--- config.mk ---
export PLATFORM = sky130hd
export DESIGN_NAME = bracket_stream_tx
export DESIGN_NICKNAME = d
export VERILOG_FILES = /design/src/rtl/bracket_pkg.sv /design/src/rtl/bracket_depth_ctr.sv /design/src/rtl/bracket_stream_tx.sv
export SDC_FILE = /design/constraint.sdc
export NUM_CORES = 1
export LEC_CHECK = 0
export CAP_MARGIN = 30
export CORE_ASPECT_RATIO = 1.25
export CORE_MARGIN = 10
export CORE_UTILIZATION = 48
export CTS_CLUSTER_SIZE = 28
export DETAILED_ROUTE_END_ITERATION = 10
export GPL_ROUTABILITY_DRIVEN = 0
export GPL_TIMING_DRIVEN = 1
export HOLD_SLACK_MARGIN = 0.05
export PLACE_DENSITY = 0.79
export SLEW_MARGIN = 30
export SYNTH_ARGS = -nofsm -noshare
export SYNTH_HDL_FRONTEND = slang
export SYNTH_SLANG_ARGS = --single-unit
--- constraint.sdc ---
create_clock -name clk -period 3.4 [get_ports clk]
set_clock_uncertainty 0.1 [all_clocks]
set_input_delay 0.68 -clock clk [delete_from_list [all_inputs] [get_ports clk]]
set_output_delay 0.68 -clock clk [all_outputs]
set_load 0.03 [all_outputs]
--- src/rtl/bracket_pkg.sv ---
// Shared constants and state encoding for the bracket stream generator and recogniser.
package bracket_pkg;

  localparam int MAXLEN = 16;

  localparam logic [7:0] OPEN_CH  = 8'h28;
  localparam logic [7:0] CLOSE_CH = 8'h29;
  localparam logic [7:0] TERM_CH  = 8'h3B;
  localparam logic [7:0] IDLE_CH  = 8'h00;

  typedef enum logic [1:0] {
    IDLE = 2'd0,
    EMIT = 2'd1,
    TERM = 2'd2,
    DONE = 2'd3
  } state_t;

endpackage

--- src/rtl/bracket_depth_ctr.sv ---
// Up/down nesting-depth counter; a close at depth zero sets a sticky underflow flag instead of wrapping.
module bracket_depth_ctr #(
  parameter int DW = 5
) (
  input  logic          clk,
  input  logic          clr,
  input  logic          inc,
  input  logic          dec,
  input  logic          clr_cnt,
  output logic [DW-1:0] depth,
  output logic          underflow
);

  always_ff @(posedge clk) begin
    if (clr) begin
      depth     <= '0;
      underflow <= 1'b0;
    end else if (clr_cnt) begin
      // Restart and apply the first character's step in the same cycle.
      depth     <= DW'(inc);
      underflow <= dec;
    end else if (inc) begin
      depth <= depth + DW'(1);
    end else if (dec) begin
      if (depth == '0) underflow <= 1'b1;
      else             depth     <= depth - DW'(1);
    end
  end

endmodule

--- src/rtl/bracket_stream_tx.sv ---
// Serialises a packed bracket pattern into ASCII characters followed by a terminator,
// tracking nesting balance so the expected recogniser verdict is known.
//
// state | meaning
// IDLE  | bus idle, waiting for start
// EMIT  | out holds a pattern character
// TERM  | out holds the terminator
// DONE  | one-cycle done pulse, bal_err valid
module bracket_stream_tx #(
  parameter int         MAXLEN   = bracket_pkg::MAXLEN,
  parameter logic [7:0] OPEN_CH  = bracket_pkg::OPEN_CH,
  parameter logic [7:0] CLOSE_CH = bracket_pkg::CLOSE_CH,
  parameter logic [7:0] TERM_CH  = bracket_pkg::TERM_CH,
  parameter logic [7:0] IDLE_CH  = bracket_pkg::IDLE_CH
) (
  input  logic                       clk,
  input  logic                       clr,
  input  logic                       start,
  input  logic [MAXLEN-1:0]          pattern,
  input  logic [$clog2(MAXLEN):0]    len,
  input  logic                       hold,
  output logic [7:0]                 out,
  output logic                       out_valid,
  output logic                       busy,
  output logic                       done,
  output logic                       bal_err
);
  import bracket_pkg::*;

  localparam int LW = $clog2(MAXLEN) + 1;

  state_t            state, state_nx;
  logic [MAXLEN-1:0] shadow, shadow_nx;
  logic [LW-1:0]     len_sh, len_nx;
  logic [LW-1:0]     index, index_nx;
  logic [7:0]        out_nx;
  logic              valid_nx, busy_nx, done_nx, bal_nx;
  logic              inc, dec, clr_cnt;
  logic [LW-1:0]     depth;
  logic              underflow;

  bracket_depth_ctr #(.DW(LW)) u_depth (
    .clk       (clk),
    .clr       (clr),
    .inc       (inc),
    .dec       (dec),
    .clr_cnt   (clr_cnt),
    .depth     (depth),
    .underflow (underflow)
  );

  always_comb begin
    state_nx  = state;
    shadow_nx = shadow;
    len_nx    = len_sh;
    index_nx  = index;
    out_nx    = out;
    valid_nx  = out_valid;
    busy_nx   = busy;
    done_nx   = done;
    bal_nx    = bal_err;
    inc       = 1'b0;
    dec       = 1'b0;
    clr_cnt   = 1'b0;
    if (!hold) begin
      case (state)
        IDLE: begin
          out_nx   = IDLE_CH;
          valid_nx = 1'b0;
          busy_nx  = 1'b0;
          done_nx  = 1'b0;
          if (start) begin
            len_nx   = (len > LW'(MAXLEN)) ? LW'(MAXLEN) : len;
            bal_nx   = 1'b0;
            clr_cnt  = 1'b1;
            busy_nx  = 1'b1;
            valid_nx = 1'b1;
            // The first character goes out straight from the input so it appears next cycle.
            if (len_nx == '0) begin
              state_nx  = TERM;
              out_nx    = TERM_CH;
              index_nx  = '0;
              shadow_nx = pattern;
            end else begin
              state_nx  = EMIT;
              out_nx    = pattern[MAXLEN-1] ? OPEN_CH : CLOSE_CH;
              inc       = pattern[MAXLEN-1];
              dec       = !pattern[MAXLEN-1];
              index_nx  = LW'(1);
              shadow_nx = {pattern[MAXLEN-2:0], 1'b0};
            end
          end
        end
        EMIT: begin
          valid_nx = 1'b1;
          busy_nx  = 1'b1;
          if (index == len_sh) begin
            state_nx = TERM;
            out_nx   = TERM_CH;
          end else begin
            out_nx    = shadow[MAXLEN-1] ? OPEN_CH : CLOSE_CH;
            inc       = shadow[MAXLEN-1];
            dec       = !shadow[MAXLEN-1];
            index_nx  = index + LW'(1);
            shadow_nx = {shadow[MAXLEN-2:0], 1'b0};
          end
        end
        TERM: begin
          state_nx = DONE;
          out_nx   = IDLE_CH;
          valid_nx = 1'b0;
          busy_nx  = 1'b0;
          done_nx  = 1'b1;
          bal_nx   = underflow || (depth != '0);
        end
        DONE: begin
          state_nx = IDLE;
          out_nx   = IDLE_CH;
          valid_nx = 1'b0;
          busy_nx  = 1'b0;
          done_nx  = 1'b0;
        end
        default: state_nx = IDLE;
      endcase
    end
  end

  always_ff @(posedge clk) begin
    if (clr) begin
      state     <= IDLE;
      shadow    <= '0;
      len_sh    <= '0;
      index     <= '0;
      out       <= IDLE_CH;
      out_valid <= 1'b0;
      busy      <= 1'b0;
      done      <= 1'b0;
      bal_err   <= 1'b0;
    end else begin
      state     <= state_nx;
      shadow    <= shadow_nx;
      len_sh    <= len_nx;
      index     <= index_nx;
      out       <= out_nx;
      out_valid <= valid_nx;
      busy      <= busy_nx;
      done      <= done_nx;
      bal_err   <= bal_nx;
    end
  end

endmodule

==> results.cfg, run 1 <==
[outcome]
status = completed

[grt]
overflow = 0
pin_count_of_the_biggest_net_entering_global_routing = 35
first_pass_grt_wire_length_mm = 9.756
grt_pass1_vias = 2306
grt_use_total = 0.1450
antenna_violations_before_repair = 0

[synth]
dominantRegCellSynth = sky130_fd_sc_hd__dfxtp_1
synth_area_leaders = sky130_fd_sc_hd__dfxtp_1 33%, sky130_fd_sc_hd__nand2_1 10%, sky130_fd_sc_hd__a21oi_1 7.5%
synth_area_per_cell_um2 = 7.806
synth_area_leader_cell = sky130_fd_sc_hd__dfxtp_1
synth_sequential_area_ratio = 0.3323
syn_inst = 301
synth.top_cell.area_share = 0.3323
synth-edff-count = 0
synthArstFlopShare = 0
ys_types = 49
synth.cell_area_mm2 = 0.002350
yosys_register_bits = 39
synth.yosys.warnings = 0

[power]
power-per-cell-area_mw_per_mm2 = 461.6
finalPower_uw = 1353
power_leakage_uw = 0.001169
ir_drop_worst_case_vdd_uv = 216.8

[sta]
maxSlewHeadroom = 0.6607
timing_hold_violations_final = 0
maximum_clock_rate_mhz = 309.0
period_minus_slack_ns = 3.236
timing.hold.ws_ns = 0.3567
drv_slew = 0
layout_worst_path_cycle_share = 0.9517
timing.final.setup_violations = 0
worst_margin_slew_ns = 0.5079
grt_setup_unrepaired = no
final.setup.tns_ns = 0

[setup_path]
crit_family = simple AND/OR/NAND/NOR gates
path_cells = clkdlybuf4s50_1 -> or4_4 -> nor2_8 -> nor3b_4 -> o21ai_2 -> inv_2 -> fa_2 -> nor2b_1 -> o21a_1 -> nor2_1 -> or4_1 -> and4_1 -> o211ai_2
cp_max_fo = 2
critPathLaunchType = input pin
cp_slowest_cell = sky130_fd_sc_hd__or4_4
critical_path.reg2reg.startpoint = state[1]$_SDFFE_PP0P_
r2r_cells = 13
crit_arrival_ns = 3.36
regToRegEndpoint = u_depth.depth[4]$_SDFFE_PP0P_
critical_path_class = input pin to flip-flop
timing.critical_path.buf_inv = 2
required_time_at_the_worst_slack_endpoint_ns = 3.52
cp-end-kind = flip-flop
worst_path_largest_cell_delay_ns = 0.47
r2r_slack_ns = 0.33

[min_path]
min_path_cells = 2
min_to = shadow[13]$_SDFFE_PP0P_
timing.hold.worst.class = flip-flop to flip-flop
hold_path_origin = shadow[13]$_SDFFE_PP0P_

[clock_tree]
clk_path_buf_depth = 2
cts.sink_count = 39
cts_root_buf = sky130_fd_sc_hd__clkbuf_8
cts.hold.buffers_added = 0
cts_htree_levels = 2
cts_tree = yes
clk_pin_slew_worst_paths_ns = 0.08
clkLatencyLatePin_ns = 0.29
tritoncts.num_buffers = 5

[floorplanning]
die_height_um = 98.23
initial_utilization = 0.4968
design.die.area_mm2 = 0.008111
floorplan.io_pins = 37
coreArea_mm2 = 0.004730
die_width_um = 82.58
rows = 28

[placed_design]
dpl.cell_count = 391
numPortBuffers = 33
dp_hpwl_mm = 4.122

[routing]
num_vias = 2180
number_of_detailed_routing_iterations_run_before_antenna_repair = 4
via_per_inst = 5.450
per_cell_routed_wire_length_um = 14.04
drc_errors = 0
detail-route-antenna-nets = 0
dr.first_iter.drc_count = 128
wl_mm = 5.614

[layout]
layoutNonFillerInstCount = 400
nFillCells = 453
antennaDiodeCount = 0
post_route_cells_drive_above_1_share = 0.1206
finalNetCount = 372
layout-area-overhead-vs-synth_pct = 24.71

[flow_run]
maxCapViolations = 0
## how the worst max path moves through the flow
stage,slack (ns),startpoint,depth (start not counted),to
after floorplan,0.005,len[0],13,u_depth.depth[4]$_SDFFE_PP0P_
after global placement,-0.18,len[0],13,u_depth.depth[4]$_SDFFE_PP0P_
after detailed placement,-0.28,len[0],13,u_depth.depth[4]$_SDFFE_PP0P_
after CTS,0.02,len[0],13,u_depth.depth[4]$_SDFFE_PP0P_
after global routing,0.02,len[0],13,u_depth.depth[4]$_SDFFE_PP0P_
final,0.16,len[0],13,u_depth.depth[4]$_SDFFE_PP0P_
## cell families after synthesis
logic type | count (synthesis) | share of synthesized area
buffers and inverters | 30 | 0.06283
flip-flops | 39 | 0.3323
other | 1 | 0.001596
AO/OA/AOI/OAI | 78 | 0.2071
adder cells (fa/ha/maj) | 8 | 0.04579
XOR/XNOR | 10 | 0.03728
AND/OR/NAND/NOR | 119 | 0.2449
multiplexers | 16 | 0.06816
## Yosys cell counts (6+ instances only)
master	instances
sky130_fd_sc_hd__a21oi_1	35
sky130_fd_sc_hd__buf_4	8
sky130_fd_sc_hd__clkbuf_1	12
sky130_fd_sc_hd__dfxtp_1	39
sky130_fd_sc_hd__ha_1	7
sky130_fd_sc_hd__inv_1	6
sky130_fd_sc_hd__mux2i_1	16
sky130_fd_sc_hd__nand2_1	65
sky130_fd_sc_hd__nor2_1	18
sky130_fd_sc_hd__o21ai_0	19
sky130_fd_sc_hd__xor2_1	9
## state kept, by name (all words and copies together) (netlist names)
| register | count |
|---|---|
| len_sh | 5 |
| bal_err | 1 |
| state | 2 |
| index | 5 |
| u_depth.underflow | 1 |
| out | 3 |
| u_depth.depth | 5 |
| done | 1 |
| shadow | 16 |
## stage by stage
step	area, um^2	worst slack, ns	util
after floorplan	2361	0.005340	-
after global routing	2930	0.02497	0.6196
after CTS	2913	0.02320	0.6159
after global placement	2780	-0.1827	0.5878
final	2930	0.1642	0.6196
after detailed placement	2780	-0.2758	0.5878
## routing by layer
layer  vias up  wire (um)  global-route usage
li1       1107          -                   -
met1      1006       2282              0.1504
met2        54       2932              0.2579
met3        13        253             0.03394
met4         0        146             0.07355
met5         -          0                   0
## worst reg2reg max path: stages (launching register included)
cell                       delay (ns)
sky130_fd_sc_hd__dfxtp_1         0.32
sky130_fd_sc_hd__inv_1           0.10
sky130_fd_sc_hd__ha_1            0.35
sky130_fd_sc_hd__nand2_1         0.10
sky130_fd_sc_hd__a21oi_1         0.39
sky130_fd_sc_hd__o21ai_2         0.12
sky130_fd_sc_hd__buf_4           0.20
sky130_fd_sc_hd__ha_1            0.30
sky130_fd_sc_hd__nor2b_1         0.14
sky130_fd_sc_hd__o21a_1          0.16
sky130_fd_sc_hd__nor2_1          0.05
sky130_fd_sc_hd__or4_1           0.46
sky130_fd_sc_hd__and4_1          0.19
sky130_fd_sc_hd__o211ai_2        0.05
## layout by cell type (no fill, tap or decap), drive strengths merged, types with 2 or more instances in the layout
master	count
and3	3
o211ai	3
clkdlybuf4s50	30
a32oi	2
or2	4
nor3	3
buf	20
conb	3
bufinv	2
nand2	65
a21o	2
xor2	9
nand3	4
nand3b	4
inv	6
nand2b	2
dlymetal6s2s	3
dfxtp	39
ha	7
o21ai	20
or4	2
o21a	4
nand4	3
nor2	19
a21oi	35
nor2b	4
clkbuf	6
nor4	2
mux2i	16
a211oi	3
## power breakdown
| group | leakage (uW) | switching, uW | internal, uW |
|---|---|---|---|
| combinational | 0.000787 | 216 | 166 |
| clock | 0.0000654 | 160 | 293 |
| sequential | 0.000317 | 25.5 | 491 |
| total | 0.00117 | 402 | 951 |
## what timing repair did
action                                  in CTS  in global routing
buffers inserted                             0                  1
gates resized for setup                      0                  5
endpoints found under the setup margin       0                  1
## cell type report
type | count | area [um^2] | area share
clock buffers | 6 | 72.57 | 0.02477
well taps | 60 | 75.07 | 0.02562
inverters | 6 | 22.52 | 0.007686
clock inverters | 2 | 60.06 | 0.02050
multi-input cells | 234 | 1431 | 0.4885
repair buffers | 53 | 488.0 | 0.1665
flip-flops and latches | 39 | 780.7 | 0.2664
(Power assumes the default switching activity.)
==> inputs of run 2 (changes only) <==
- CORE_UTILIZATION: 48 -> 50
- CTS_CLUSTER_DIAMETER: not set -> 150
- clock period: 3.4 -> 3.9 ns (I/O delays scaled with it)
==> run 2 against run 1 <==
Net effect: sequential power decreased by 13%; die area decreased by 3.1%; total power decreased by 19%; first-iteration DRC count decreased by 2.3%; non-clock buffer count decreased by 12; via count decreased by 1.8%; worst setup slack improved by 0.22 ns; largest cell class unchanged; wire length decreased by 2.7%; critical path depth unchanged; register-to-register slack improved by 0.44 ns; sequential share of layout area increased by 1.2 points.
==> results.cfg, run 2 (synthesis results as in run 1) <==
[routing]
number_of_detailed_routing_iterations_run_before_antenna_repair = 4
per_cell_routed_wire_length_um = 14.19
dr.first_iter.drc_count = 125
via_per_inst = 5.561
num_vias = 2141
wl_mm = 5.465
detail-route-antenna-nets = 0
drc_errors = 0

[setup_path]
timing.critical_path.buf_inv = 2
r2r_slack_ns = 0.77
crit_family = simple AND/OR/NAND/NOR gates
required_time_at_the_worst_slack_endpoint_ns = 4.03
cp_slowest_cell = sky130_fd_sc_hd__or4_4
crit_arrival_ns = 3.64
cp_max_fo = 5
worst_path_largest_cell_delay_ns = 0.59
critical_path.reg2reg.startpoint = state[1]$_SDFFE_PP0P_
critical_path_class = input pin to flip-flop
path_cells = clkdlybuf4s50_1 -> or4_4 -> nor2_8 -> nor3b_4 -> o21ai_2 -> inv_1 -> fa_1 -> nor2b_1 -> o21a_1 -> nor2_1 -> or4_1 -> and4_1 -> o211ai_2
critPathLaunchType = input pin
cp-end-kind = flip-flop
regToRegEndpoint = u_depth.depth[4]$_SDFFE_PP0P_
r2r_cells = 13
critical_path_depth = 13

[placed_design]
dpl.cell_count = 378
place_ws_ns = 0.09580
numPortBuffers = 33
dp_hpwl_mm = 4.048

[clock_tree]
cts.hold.buffers_added = 0
cts.sink_count = 39
cts_tree = yes
clk_path_buf_depth = 2
tritoncts.num_buffers = 5
post_cts_resized = 0
cts_root_buf = sky130_fd_sc_hd__clkbuf_8
cts_htree_levels = 2
clkLatencyLatePin_ns = 0.30
post-cts-setup-buffers = 0
clk_pin_slew_worst_paths_ns = 0.08

[grt]
first_pass_grt_wire_length_mm = 9.280
pin_count_of_the_biggest_net_entering_global_routing = 35
grt_pass1_vias = 2048
overflow = 0
antenna_violations_before_repair = 0
grt_use_total = 0.1406

[sta]
worst_margin_slew_ns = 0.6153
drv_slew = 0
timing_hold_violations_final = 0
timing.final.setup_violations = 0
maxSlewHeadroom = 0.5888
grt_setup_unrepaired = no
finalWorstSetupSlack_ns = 0.3845
final.setup.tns_ns = 0
maximum_clock_rate_mhz = 284.5
layout_worst_path_cycle_share = 0.9014
period_minus_slack_ns = 3.515

[layout]
finalNetCount = 360
layoutNonFillerInstCount = 385
max_flop_register = shadow
finish.utilization = 0.6235
layout-area-overhead-vs-synth_pct = 19.22
most_common_library_cell_in_the_layout_ignoring_fill_and_taps = sky130_fd_sc_hd__nand2_1
nFillCells = 412
post_route_cells_drive_above_1_share = 0.08257
most-common-layout-cells = 65 x sky130_fd_sc_hd__nand2_1, 39 x sky130_fd_sc_hd__dfxtp_1, 35 x sky130_fd_sc_hd__a21oi_1
antennaDiodeCount = 0
largest_register_ff_count = 16

[power]
cellInternalPower_uw = 743.3
power_frac_seq = 0.410
p_clk_frac = 0.305
share_comb_of_total_power = 0.285
power_leakage_uw = 0.001074
netSwitchingPower_uw = 352.8
power_switching_share = 0.3219
ir_drop_worst_case_vdd_uv = 203.7
power-per-cell-area_mw_per_mm2 = 391.3

[floorplanning]
floorplan.io_pins = 37
die_height_um = 96.65
design.die.area_mm2 = 0.007859
coreArea_mm2 = 0.004493
initial_utilization = 0.5230
rows = 27
die_width_um = 81.32

[min_path]
min_to = shadow[13]$_SDFFE_PP0P_
min_path_cells = 2
timing.hold.worst.class = flip-flop to flip-flop
hold_path_origin = shadow[13]$_SDFFE_PP0P_

[outcome]
status = completed

[flow_run]
maxCapViolations = 0
## run 2: cell count changes in the layout (fill, tap and decap cells not counted)
cell                              change
sky130_fd_sc_hd__clkbuf_1             -1
sky130_fd_sc_hd__clkdlybuf4s50_1      +3
sky130_fd_sc_hd__fa_1                 +1
sky130_fd_sc_hd__inv_1                +1
sky130_fd_sc_hd__clkinvlp_4           +1
sky130_fd_sc_hd__inv_2                -1
sky130_fd_sc_hd__dlymetal6s2s_1       -3
sky130_fd_sc_hd__fa_2                 -1
sky130_fd_sc_hd__bufinv_16            -1
sky130_fd_sc_hd__buf_4               -12
## run 2: layer usage
layer | GRT usage | vias up | routed length (um)
li1 | - | 1087 | -
met1 | 0.1532 | 1005 | 2306
met2 | 0.2468 | 41 | 2853
met3 | 0.03789 | 8 | 219
met4 | 0.05046 | 0 | 85
met5 | 0 | - | 0
## run 2: per-stage QoR
stage | total power (uW) | hold slack, ns | cell area [um^2]
floorplan | 681.2 | 0.3366 | 2357
global placement | 762.5 | 0.3431 | 2695
detailed placement | 768.9 | 0.3469 | 2695
CTS | 1099 | 0.3581 | 2801
global route | 1152 | 0.3822 | 2801
finish | 1096 | 0.3575 | 2801
## run 2: cell type report
cell class	instances	area, um^2	share of cell area
multi-input combinational	234	1429	0.5100
tap	58	72.57	0.02590
clock inverter	2	37.54	0.01340
timing repair buffer	41	390.4	0.1393
clock buffer	5	68.82	0.02456
sequential	39	780.7	0.2787
inverter	6	22.52	0.008039
## run 2: worst max path at each step
stage / startpoint / slack (ns) / to
global placement: len[0] / 0.17 / u_depth.depth[4]$_SDFFE_PP0P_
floorplan: len[0] / 0.39 / u_depth.depth[4]$_SDFFE_PP0P_
finish: len[0] / 0.38 / u_depth.depth[4]$_SDFFE_PP0P_
global route: len[0] / 0.27 / u_depth.depth[4]$_SDFFE_PP0P_
detailed placement: len[0] / 0.1 / u_depth.depth[4]$_SDFFE_PP0P_
CTS: len[0] / 0.40 / u_depth.depth[4]$_SDFFE_PP0P_
## run 2: power by group through the flow
stage	clock network [uW]	registers [uW]	logic, uW
floorplan	0	460	221
global placement	0	458	305
detailed placement	0	459	310
CTS	339	450	311
global route	351	454	347
finish	335	450	312
## run 2: tightest hold or removal path, delay by kind of cell, from the launching register on
family,cells,cell delay [ns]
and+or+nand+nor,1,0.05
DFF,1,0.31
AOI/OAI and AO/OA,1,0.05
